**src/rtl/decode_operand_stage_pkg.sv**
```systemverilog
// Shared definitions for the decode operand stage: widths, stage state
// encoding, control bundle field offsets and the ID/EX register record.
// Optional build macro used by this slice: DECODE_PERF_EN.
package decode_operand_stage_pkg;

    localparam int DATA_W = 16;
    localparam int REG_AW = 3;
    localparam int CTRL_W = 8;

    // Last action taken by the stage.
    typedef enum logic [1:0] {
        ST_RUN    = 2'd0,
        ST_HOLD   = 2'd1,
        ST_BUBBLE = 2'd2
    } stage_state_e;

    // Field offsets inside the opaque EX/MEM/WB control bundle.
    localparam int CTRL_ALUOP_LSB    = 0;
    localparam int CTRL_ALUOP_W      = 3;
    localparam int CTRL_ALUSRC_BIT   = 3;
    localparam int CTRL_MEMWRITE_BIT = 4;
    localparam int CTRL_BRANCH_BIT   = 5;
    localparam int CTRL_JUMP_BIT     = 6;
    localparam int CTRL_MEMTOREG_BIT = 7;

    // Contents of the ID/EX pipeline register.
    typedef struct packed {
        logic              valid;
        logic [DATA_W-1:0] a;
        logic [DATA_W-1:0] b;
        logic [DATA_W-1:0] imm;
        logic [DATA_W-1:0] pc;
        logic [REG_AW-1:0] wreg;
        logic              regwrite;
        logic              memread;
        logic [CTRL_W-1:0] ctrl;
    } ex_pkt_t;

    // Same-cycle writeback wins over the (not yet updated) register file.
    function automatic logic [DATA_W-1:0] bypass(
        input logic              wr,
        input logic [REG_AW-1:0] wsel,
        input logic [REG_AW-1:0] rsel,
        input logic [DATA_W-1:0] wdata,
        input logic [DATA_W-1:0] rdata
    );
        return (wr && (wsel == rsel)) ? wdata : rdata;
    endfunction

endpackage

```
**src/rtl/decode_operand_stage_if.sv**
```systemverilog
// Bus bundle of the decode operand stage: IF/ID inputs, register file
// read port, writeback bypass, EX handshake and the ID/EX outputs.
// With DECODE_PERF_EN the hold/bubble counters ride on the same bundle.
interface decode_operand_stage_if
    import decode_operand_stage_pkg::*;
();
    logic              if_valid;
    logic [REG_AW-1:0] if_rs, if_rt, if_rd;
    logic              if_uses_rs, if_uses_rt;
    logic              if_regwrite, if_memread;
    logic [DATA_W-1:0] if_imm, if_pc;
    logic [CTRL_W-1:0] if_ctrl;
    logic [REG_AW-1:0] rf_read1sel, rf_read2sel;
    logic [DATA_W-1:0] rf_read1data, rf_read2data;
    logic              wb_write;
    logic [REG_AW-1:0] wb_regsel;
    logic [DATA_W-1:0] wb_data;
    logic              flush;
    logic              ex_ready;
    logic              stall_out;
    logic              ex_valid;
    logic [DATA_W-1:0] ex_a, ex_b, ex_imm, ex_pc;
    logic [REG_AW-1:0] ex_wreg;
    logic              ex_regwrite, ex_memread;
    logic [CTRL_W-1:0] ex_ctrl;
`ifdef DECODE_PERF_EN
    logic [15:0]       perf_bubbles, perf_holds;
`endif

    // Surrounding pipeline / test driver view.
    modport master (
        output if_valid, if_rs, if_rt, if_rd, if_uses_rs, if_uses_rt,
               if_regwrite, if_memread, if_imm, if_pc, if_ctrl,
               rf_read1data, rf_read2data, wb_write, wb_regsel, wb_data,
               flush, ex_ready,
        input  rf_read1sel, rf_read2sel, stall_out, ex_valid, ex_a, ex_b,
               ex_imm, ex_pc, ex_wreg, ex_regwrite, ex_memread, ex_ctrl
`ifdef DECODE_PERF_EN
        , input perf_bubbles, perf_holds
`endif
    );

    // Decode stage view.
    modport slave (
        input  if_valid, if_rs, if_rt, if_rd, if_uses_rs, if_uses_rt,
               if_regwrite, if_memread, if_imm, if_pc, if_ctrl,
               rf_read1data, rf_read2data, wb_write, wb_regsel, wb_data,
               flush, ex_ready,
        output rf_read1sel, rf_read2sel, stall_out, ex_valid, ex_a, ex_b,
               ex_imm, ex_pc, ex_wreg, ex_regwrite, ex_memread, ex_ctrl
`ifdef DECODE_PERF_EN
        , output perf_bubbles, perf_holds
`endif
    );

endinterface

```
**src/rtl/decode_operand_stage_ld_use_detect.sv**
```systemverilog
// Load-use hazard detector: the instruction in IF/ID consumes the result
// of a load still sitting in EX, whose data is not yet available.
module ld_use_detect
    import decode_operand_stage_pkg::*;
(
    input  logic              if_valid,
    input  logic [REG_AW-1:0] if_rs,
    input  logic [REG_AW-1:0] if_rt,
    input  logic              if_uses_rs,
    input  logic              if_uses_rt,
    input  logic              ex_valid,
    input  logic              ex_memread,
    input  logic              ex_regwrite,
    input  logic [REG_AW-1:0] ex_wreg,
    output logic              haz
);

    logic rs_hit, rt_hit;

    // R0 is a real register, so no zero-register exemption here.
    always_comb begin
        rs_hit = if_uses_rs && (if_rs == ex_wreg);
        rt_hit = if_uses_rt && (if_rt == ex_wreg);
        haz    = if_valid && ex_valid && ex_memread && ex_regwrite && (rs_hit || rt_hit);
    end

endmodule

```
**src/rtl/decode_operand_stage.sv**
```systemverilog
// Decode-stage operand fetch and ID/EX pipeline register.
// Reads the register file, bypasses the same-cycle writeback, bubbles on
// load-use, holds on EX backpressure and drops the EX slot on flush.
// Optional: DECODE_PERF_EN adds saturating hold/bubble entry counters.
module decode_operand_stage
    import decode_operand_stage_pkg::*;
(
    input  logic                   clk,
    input  logic                   rst,
    decode_operand_stage_if.slave  bus
);

    ex_pkt_t           ex_q, ex_d;
    stage_state_e      state_q, state_d;
    logic              haz;
    logic              stall;
    logic [DATA_W-1:0] op_a, op_b;

    assign bus.rf_read1sel = bus.if_rs;
    assign bus.rf_read2sel = bus.if_rt;

    // Operand select: writeback of this cycle overrides the register file.
    always_comb begin
        op_a = bypass(bus.wb_write, bus.wb_regsel, bus.if_rs, bus.wb_data, bus.rf_read1data);
        op_b = bypass(bus.wb_write, bus.wb_regsel, bus.if_rt, bus.wb_data, bus.rf_read2data);
    end

    ld_use_detect u_ld_use (
        .if_valid    (bus.if_valid),
        .if_rs       (bus.if_rs),
        .if_rt       (bus.if_rt),
        .if_uses_rs  (bus.if_uses_rs),
        .if_uses_rt  (bus.if_uses_rt),
        .ex_valid    (ex_q.valid),
        .ex_memread  (ex_q.memread),
        .ex_regwrite (ex_q.regwrite),
        .ex_wreg     (ex_q.wreg),
        .haz         (haz)
    );

    // Action select, priority flush > hold > bubble > issue.
    always_comb begin
        ex_d    = ex_q;
        state_d = ST_RUN;
        stall   = 1'b0;
        if (bus.flush) begin
            ex_d.valid = 1'b0;
        end else if (!bus.ex_ready) begin
            stall   = 1'b1;
            state_d = ST_HOLD;
        end else if (haz) begin
            ex_d.valid    = 1'b0;
            ex_d.regwrite = 1'b0;
            ex_d.memread  = 1'b0;
            stall         = 1'b1;
            state_d       = ST_BUBBLE;
        end else begin
            ex_d.valid    = bus.if_valid;
            ex_d.a        = op_a;
            ex_d.b        = op_b;
            ex_d.imm      = bus.if_imm;
            ex_d.pc       = bus.if_pc;
            ex_d.wreg     = bus.if_rd;
            ex_d.regwrite = bus.if_regwrite;
            ex_d.memread  = bus.if_memread;
            ex_d.ctrl     = bus.if_ctrl;
        end
    end

    // ID/EX register and last-action state.
    always_ff @(posedge clk or negedge rst) begin
        if (!rst) begin
            ex_q    <= '0;
            state_q <= ST_RUN;
        end else begin
            ex_q    <= ex_d;
            state_q <= state_d;
        end
    end

    assign bus.stall_out   = stall;
    assign bus.ex_valid    = ex_q.valid;
    assign bus.ex_a        = ex_q.a;
    assign bus.ex_b        = ex_q.b;
    assign bus.ex_imm      = ex_q.imm;
    assign bus.ex_pc       = ex_q.pc;
    assign bus.ex_wreg     = ex_q.wreg;
    assign bus.ex_regwrite = ex_q.regwrite;
    assign bus.ex_memread  = ex_q.memread;
    assign bus.ex_ctrl     = ex_q.ctrl;

`ifdef DECODE_PERF_EN
    logic [15:0] perf_bubbles_q, perf_holds_q;

    // Count entries (not residency) into BUBBLE / HOLD, saturating.
    always_ff @(posedge clk or negedge rst) begin
        if (!rst) begin
            perf_bubbles_q <= '0;
            perf_holds_q   <= '0;
        end else begin
            if (state_d == ST_BUBBLE && state_q != ST_BUBBLE && perf_bubbles_q != 16'hFFFF)
                perf_bubbles_q <= perf_bubbles_q + 16'd1;
            if (state_d == ST_HOLD && state_q != ST_HOLD && perf_holds_q != 16'hFFFF)
                perf_holds_q <= perf_holds_q + 16'd1;
        end
    end

    assign bus.perf_bubbles = perf_bubbles_q;
    assign bus.perf_holds   = perf_holds_q;
`endif

    // A bubble leaves EX empty, so the stalled instruction cannot re-hazard.
    a_bubble_clears: assert property (@(posedge clk) disable iff (!rst)
        (state_q == ST_BUBBLE) |-> (!ex_q.valid && !haz));

    // A hold keeps the downstream stages frozen via stall.
    a_hold_stalls: assert property (@(posedge clk) disable iff (!rst)
        (!bus.flush && !bus.ex_ready) |-> stall);

endmodule

```
**src/flat_wrapper.sv**
```systemverilog
// flat-port wrapper written by rule: the top's interface ports become plain ports
module decode_operand_stage_flat import decode_operand_stage_pkg::*;
  (clk, rst, bus_if_valid, bus_if_rs, bus_if_rt, bus_if_rd, bus_if_uses_rs, bus_if_uses_rt, bus_if_regwrite, bus_if_memread, bus_if_imm, bus_if_pc, bus_if_ctrl, bus_rf_read1data, bus_rf_read2data, bus_wb_write, bus_wb_regsel, bus_wb_data, bus_flush, bus_ex_ready, bus_rf_read1sel, bus_rf_read2sel, bus_stall_out, bus_ex_valid, bus_ex_a, bus_ex_b, bus_ex_imm, bus_ex_pc, bus_ex_wreg, bus_ex_regwrite, bus_ex_memread, bus_ex_ctrl);
  decode_operand_stage_if bus_i ();
  input  logic clk;
  input  logic rst;
  input wire logic [$bits(bus_i.if_valid)-1:0] bus_if_valid;
  input wire logic [$bits(bus_i.if_rs)-1:0] bus_if_rs;
  input wire logic [$bits(bus_i.if_rt)-1:0] bus_if_rt;
  input wire logic [$bits(bus_i.if_rd)-1:0] bus_if_rd;
  input wire logic [$bits(bus_i.if_uses_rs)-1:0] bus_if_uses_rs;
  input wire logic [$bits(bus_i.if_uses_rt)-1:0] bus_if_uses_rt;
  input wire logic [$bits(bus_i.if_regwrite)-1:0] bus_if_regwrite;
  input wire logic [$bits(bus_i.if_memread)-1:0] bus_if_memread;
  input wire logic [$bits(bus_i.if_imm)-1:0] bus_if_imm;
  input wire logic [$bits(bus_i.if_pc)-1:0] bus_if_pc;
  input wire logic [$bits(bus_i.if_ctrl)-1:0] bus_if_ctrl;
  input wire logic [$bits(bus_i.rf_read1data)-1:0] bus_rf_read1data;
  input wire logic [$bits(bus_i.rf_read2data)-1:0] bus_rf_read2data;
  input wire logic [$bits(bus_i.wb_write)-1:0] bus_wb_write;
  input wire logic [$bits(bus_i.wb_regsel)-1:0] bus_wb_regsel;
  input wire logic [$bits(bus_i.wb_data)-1:0] bus_wb_data;
  input wire logic [$bits(bus_i.flush)-1:0] bus_flush;
  input wire logic [$bits(bus_i.ex_ready)-1:0] bus_ex_ready;
  output wire logic [$bits(bus_i.rf_read1sel)-1:0] bus_rf_read1sel;
  output wire logic [$bits(bus_i.rf_read2sel)-1:0] bus_rf_read2sel;
  output wire logic [$bits(bus_i.stall_out)-1:0] bus_stall_out;
  output wire logic [$bits(bus_i.ex_valid)-1:0] bus_ex_valid;
  output wire logic [$bits(bus_i.ex_a)-1:0] bus_ex_a;
  output wire logic [$bits(bus_i.ex_b)-1:0] bus_ex_b;
  output wire logic [$bits(bus_i.ex_imm)-1:0] bus_ex_imm;
  output wire logic [$bits(bus_i.ex_pc)-1:0] bus_ex_pc;
  output wire logic [$bits(bus_i.ex_wreg)-1:0] bus_ex_wreg;
  output wire logic [$bits(bus_i.ex_regwrite)-1:0] bus_ex_regwrite;
  output wire logic [$bits(bus_i.ex_memread)-1:0] bus_ex_memread;
  output wire logic [$bits(bus_i.ex_ctrl)-1:0] bus_ex_ctrl;
  assign bus_i.if_valid = bus_if_valid;
  assign bus_i.if_rs = bus_if_rs;
  assign bus_i.if_rt = bus_if_rt;
  assign bus_i.if_rd = bus_if_rd;
  assign bus_i.if_uses_rs = bus_if_uses_rs;
  assign bus_i.if_uses_rt = bus_if_uses_rt;
  assign bus_i.if_regwrite = bus_if_regwrite;
  assign bus_i.if_memread = bus_if_memread;
  assign bus_i.if_imm = bus_if_imm;
  assign bus_i.if_pc = bus_if_pc;
  assign bus_i.if_ctrl = bus_if_ctrl;
  assign bus_i.rf_read1data = bus_rf_read1data;
  assign bus_i.rf_read2data = bus_rf_read2data;
  assign bus_i.wb_write = bus_wb_write;
  assign bus_i.wb_regsel = bus_wb_regsel;
  assign bus_i.wb_data = bus_wb_data;
  assign bus_i.flush = bus_flush;
  assign bus_i.ex_ready = bus_ex_ready;
  assign bus_rf_read1sel = bus_i.rf_read1sel;
  assign bus_rf_read2sel = bus_i.rf_read2sel;
  assign bus_stall_out = bus_i.stall_out;
  assign bus_ex_valid = bus_i.ex_valid;
  assign bus_ex_a = bus_i.ex_a;
  assign bus_ex_b = bus_i.ex_b;
  assign bus_ex_imm = bus_i.ex_imm;
  assign bus_ex_pc = bus_i.ex_pc;
  assign bus_ex_wreg = bus_i.ex_wreg;
  assign bus_ex_regwrite = bus_i.ex_regwrite;
  assign bus_ex_memread = bus_i.ex_memread;
  assign bus_ex_ctrl = bus_i.ex_ctrl;
  decode_operand_stage u_core (.clk(clk), .rst(rst), .bus(bus_i));
endmodule
```
**config.mk**
```make
export PLATFORM = sky130hd
export DESIGN_NAME = decode_operand_stage_flat
export DESIGN_NICKNAME = d
export VERILOG_FILES = /design/src/rtl/decode_operand_stage_pkg.sv /design/src/rtl/decode_operand_stage_if.sv /design/src/rtl/decode_operand_stage_ld_use_detect.sv /design/src/rtl/decode_operand_stage.sv /design/src/flat_wrapper.sv
export SDC_FILE = /design/constraint.sdc
export NUM_CORES = 1
export LEC_CHECK = 0
export ABC_CLOCK_PERIOD_IN_PS = 1560
export CORE_MARGIN = 1.5
export CORE_UTILIZATION = 35
export DETAILED_ROUTE_END_ITERATION = 8
export GPL_TIMING_DRIVEN = 0
export PLACE_DENSITY = 0.79
export SYNTH_ARGS = -nofsm -noshare
export SYNTH_HDL_FRONTEND = slang
export SYNTH_HIERARCHICAL = 1
export SYNTH_SLANG_ARGS = --single-unit
```
**constraint.sdc**
```tcl
create_clock -name clk -period 1.56 [get_ports clk]
set_input_delay 0.468 -clock clk [delete_from_list [all_inputs] [get_ports clk]]
set_output_delay 0.468 -clock clk [all_outputs]
set_load 0.05 [all_outputs]
```
==> impl_metrics.tcl <==
set metrics [dict create \
    p_sw_share_pct 39.70 \
    drc 0 \
    synth.most_common_cell "dfrtp_1" \
    cts-buffers-inserted 9 \
    synth_edf_count 0 \
    cp.arrival_ns 1.65 \
    initial_core_util_pct 36.53 \
    worstSetupStartpointType "register" \
    switchingPower_mw 2.770 \
    grt_pass1_wl_mm 19.67 \
    drt-pass1-iter-count 5 \
    combinationalPowerShare_pct 39.4 \
    multi_input_area_mm2 0.001923 \
    globalRouteTotalUtil_pct 22.09 \
    wirelength_mm 13.02 \
    nets 663 \
    seq_area_mm2 0.001956 \
    syn_to_final_growth_pct 64.55 \
    final-hold-violation-count 0 \
    die_w_um 107.5 \
    power_density_mw_per_mm2 1109 \
    synth_nets 445 \
    rsz0062_at_grt "true" \
    grt_start_max_net_pins 58 \
    violations "negative setup slack" \
    fin_ws_ns -0.5544 \
    fin_area_mm2 0.006290 \
    rows 37 \
    ys_types 19 \
    synth.top_cells.by_area "dfrtp_1, mux2_2, o41ai_1, nand4_1, a31oi_1" \
    synth_top_area_cell "dfrtp_1" \
    ys.flop_type "dfrtp_1" \
    route.detailed.wl_per_inst_um 18.74 \
    post-place-ws_ns -1.544 \
    vias 3809 \
    synth.top_cells.by_count "dfrtp_1, mux2_2, nand4_1" \
    die_y_um 107.5 \
    io_pins 195 \
    synthesis.area_mm2 0.003822 \
    ant_nets 0 \
    synth-async-reset-ratio_pct 100.0 \
    cts.clk_slew.worst_paths_ns 0.08 \
    gp_congestion 0.8548 \
    grt_pass1_vias 3889 \
    status "complete, but fails checks" \
    clock-root-buffer "clkbuf_8" \
    ys_ff_latch 78 \
    power_mw 6.978 \
    pwr-share-seq_pct 35.9 \
    finalSetupViolCount 76 \
    worstSkewPairLatency_ns 0.35 \
    drive_above_1_share_pct 43.37 \
    hold_buffers 0 \
    max_freq_mhz 473.0 \
    vias_per_cell 5.481 \
    synth-seq-area-share_pct 51.06 \
    path_max_fanout 4 \
    cts_sinks 78 \
    tightest_slew_ns 0.6093 \
    power.static_leakage_nw 2.570 \
    dp_hpwl_mm 9.466 \
    n_fill_cell 905 \
    intPower_mw 4.208 \
    clockBufferDepth 2 \
    antenna_found_initial 2 \
    numPortBuffers 194 \
    clkPwrFrac_pct 24.7 \
    worst_ir_drop_vdd_mv 0.5475 \
    ys_warn_count 6 \
    netlist_instances 335 \
    post-route-period-util_pct 135.5 \
    die_area_mm2 0.01156 \
    maxSlewViolCount 0 \
    syn_avg_cell_area_um2 11.41 \
    setup_tns_ns -33.27 \
    crit_path_end_kind "output pin" \
    overflow 0 \
    cts-htree-levels 3 \
    skew_ns 0.007006 \
    period_minus_slack_ns 2.114 \
    cap_violations 0 \
    crit_required_ns 1.09 \
    fp.coreArea_mm2 0.01046 \
    place_area_mm2 0.006005 \
    crit_type "register to output pin" \
    synth_top_area_share_pct 51.06 \
    hold_path_class "primary input to asynchronous set/reset pin" \
    maxSlewHeadroom_pct 59.09 \
    drt-initial-drc-count 207 \
    cts_tree "done" \
]
## layout by cell type, fill, tap and decap left out, types with 2 or more instances in the layout
cell             Yosys  routed
nor2_2               0       9
a31oi_4              0       3
xnor2_2              0       9
o21ai_0              2       2
a31oi_1             32      26
and2_1              16      16
nand2b_1             3       3
xor2_2               6       6
buf_4                9      24
nor2_4               0      11
clkdlybuf4s50_1      0     100
clkbuf_1             5       2
o41ai_1             32      32
xnor2_1             12       3
dfrtp_1             78      75
mux2_2              43      43
clkbuf_8             0      10
buf_12               0       3
buf_6                0       6
nor2_1              34      14
buf_8                0       8
dfrtp_2              0       3
nand4_1             35      35
bufinv_16            0       2
dlygate4sd2_1        0       2
buf_2               20      93
a31oi_2              0       3
nand2_1              2       2
## state kept, by name, summed over array words and instances, names as in the netlist
name	cells
u_core/bus.ex_a	16
u_core/bus.ex_b	16
u_core/bus.ex_imm	16
u_core/bus.ex_pc	16
u_core/bus.ex_ctrl	8
u_core/bus.ex_wreg	3
u_core/bus.ex_memread	1
u_core/bus.ex_regwrite	1
u_core/bus.ex_valid	1
## kinds of logic (layout without fill, tap and decap cells)
logic type	after synthesis	in the layout	share of synthesized area [%]
AOI/OAI and AO/OA	68	68	13.09
and+or+nand+nor	93	93	12.90
xor gates and xnor gates	18	18	5.303
DFF	78	78	51.06
muxes	43	43	12.67
buffers and inverters	35	258	4.975
other	0	1	0
## final cells by class
type	count	share of cell area (%)
Sequential cell	78	31.09
Multi-Input combinational cell	222	30.57
Timing Repair Buffer	207	27.29
Buffer	34	4.695
Tap cell	136	2.705
Clock buffer	11	2.248
Clock inverter	5	1.293
Inverter	1	0.05968
Antenna cell	1	0.03979
## repair_timing
item                       in CTS  in global routing
gates cloned                    1                  1
gates resized for setup       450                 94
setup endpoints to repair     163                 91
pin swaps                       2                  7
setup buffers                   8                  3
## layer usage
| metal | GRT usage, % | routed length [µm] | vias to the layer above |
|---|---|---|---|
| met5 | 0 | 16 | - |
| met4 | 7.049 | 198 | 2 |
| li1 | - | - | 1710 |
| met2 | 37.49 | 6452 | 257 |
| met1 | 27.23 | 5046 | 1818 |
| met3 | 6.053 | 1310 | 22 |
## path summary, 6_finish.rpt
kind,startpoint,end,slack (ns),cells after the start
max,u_core/bus.ex_wreg[2],bus_stall_out,-0.55,6
min,rst,u_core/bus.ex_a[9],0.01,1
max reg2reg,u_core/bus.ex_wreg[0],u_core/bus.ex_imm[13],-0.48,9
min reg2reg,u_core/bus.ex_pc[7],u_core/bus.ex_pc[7],0.51,1
max in group asynchronous,rst,u_core/bus.ex_imm[12],0.95,2
min in group clk,u_core/bus.ex_pc[7],u_core/bus.ex_pc[7],0.51,1
## power groups by stage
| stage | logic [mW] | clock network [mW] | registers [mW] |
|---|---|---|---|
| floorplan | 0.639 | 0 | 3.55 |
| global placement | 2.78 | 0 | 2.51 |
| detailed placement | 2.83 | 0 | 2.53 |
| CTS | 2.65 | 1.78 | 2.48 |
| global route | 2.87 | 1.84 | 2.55 |
| finish | 2.75 | 1.72 | 2.51 |
## worst max-delay path, stage by stage, from the launching register on
cell	delay, ns
dfrtp_2	0.46
xnor2_2	0.15
nand4_1	0.12
a21oi_2	0.23
nor2b_2	0.09
nor2_4	0.08
buf_6	0.16
## stage by stage
step	instances	hold WS (ns)	util, %
floorplan	335	0.1724	-
global placement	665	0.4886	57.15
detailed placement	666	0.3952	57.39
CTS	691	0.009026	58.22
global route	695	0.01163	60.12
finish	695	0.009821	60.12
(Power assumes the default switching activity.)
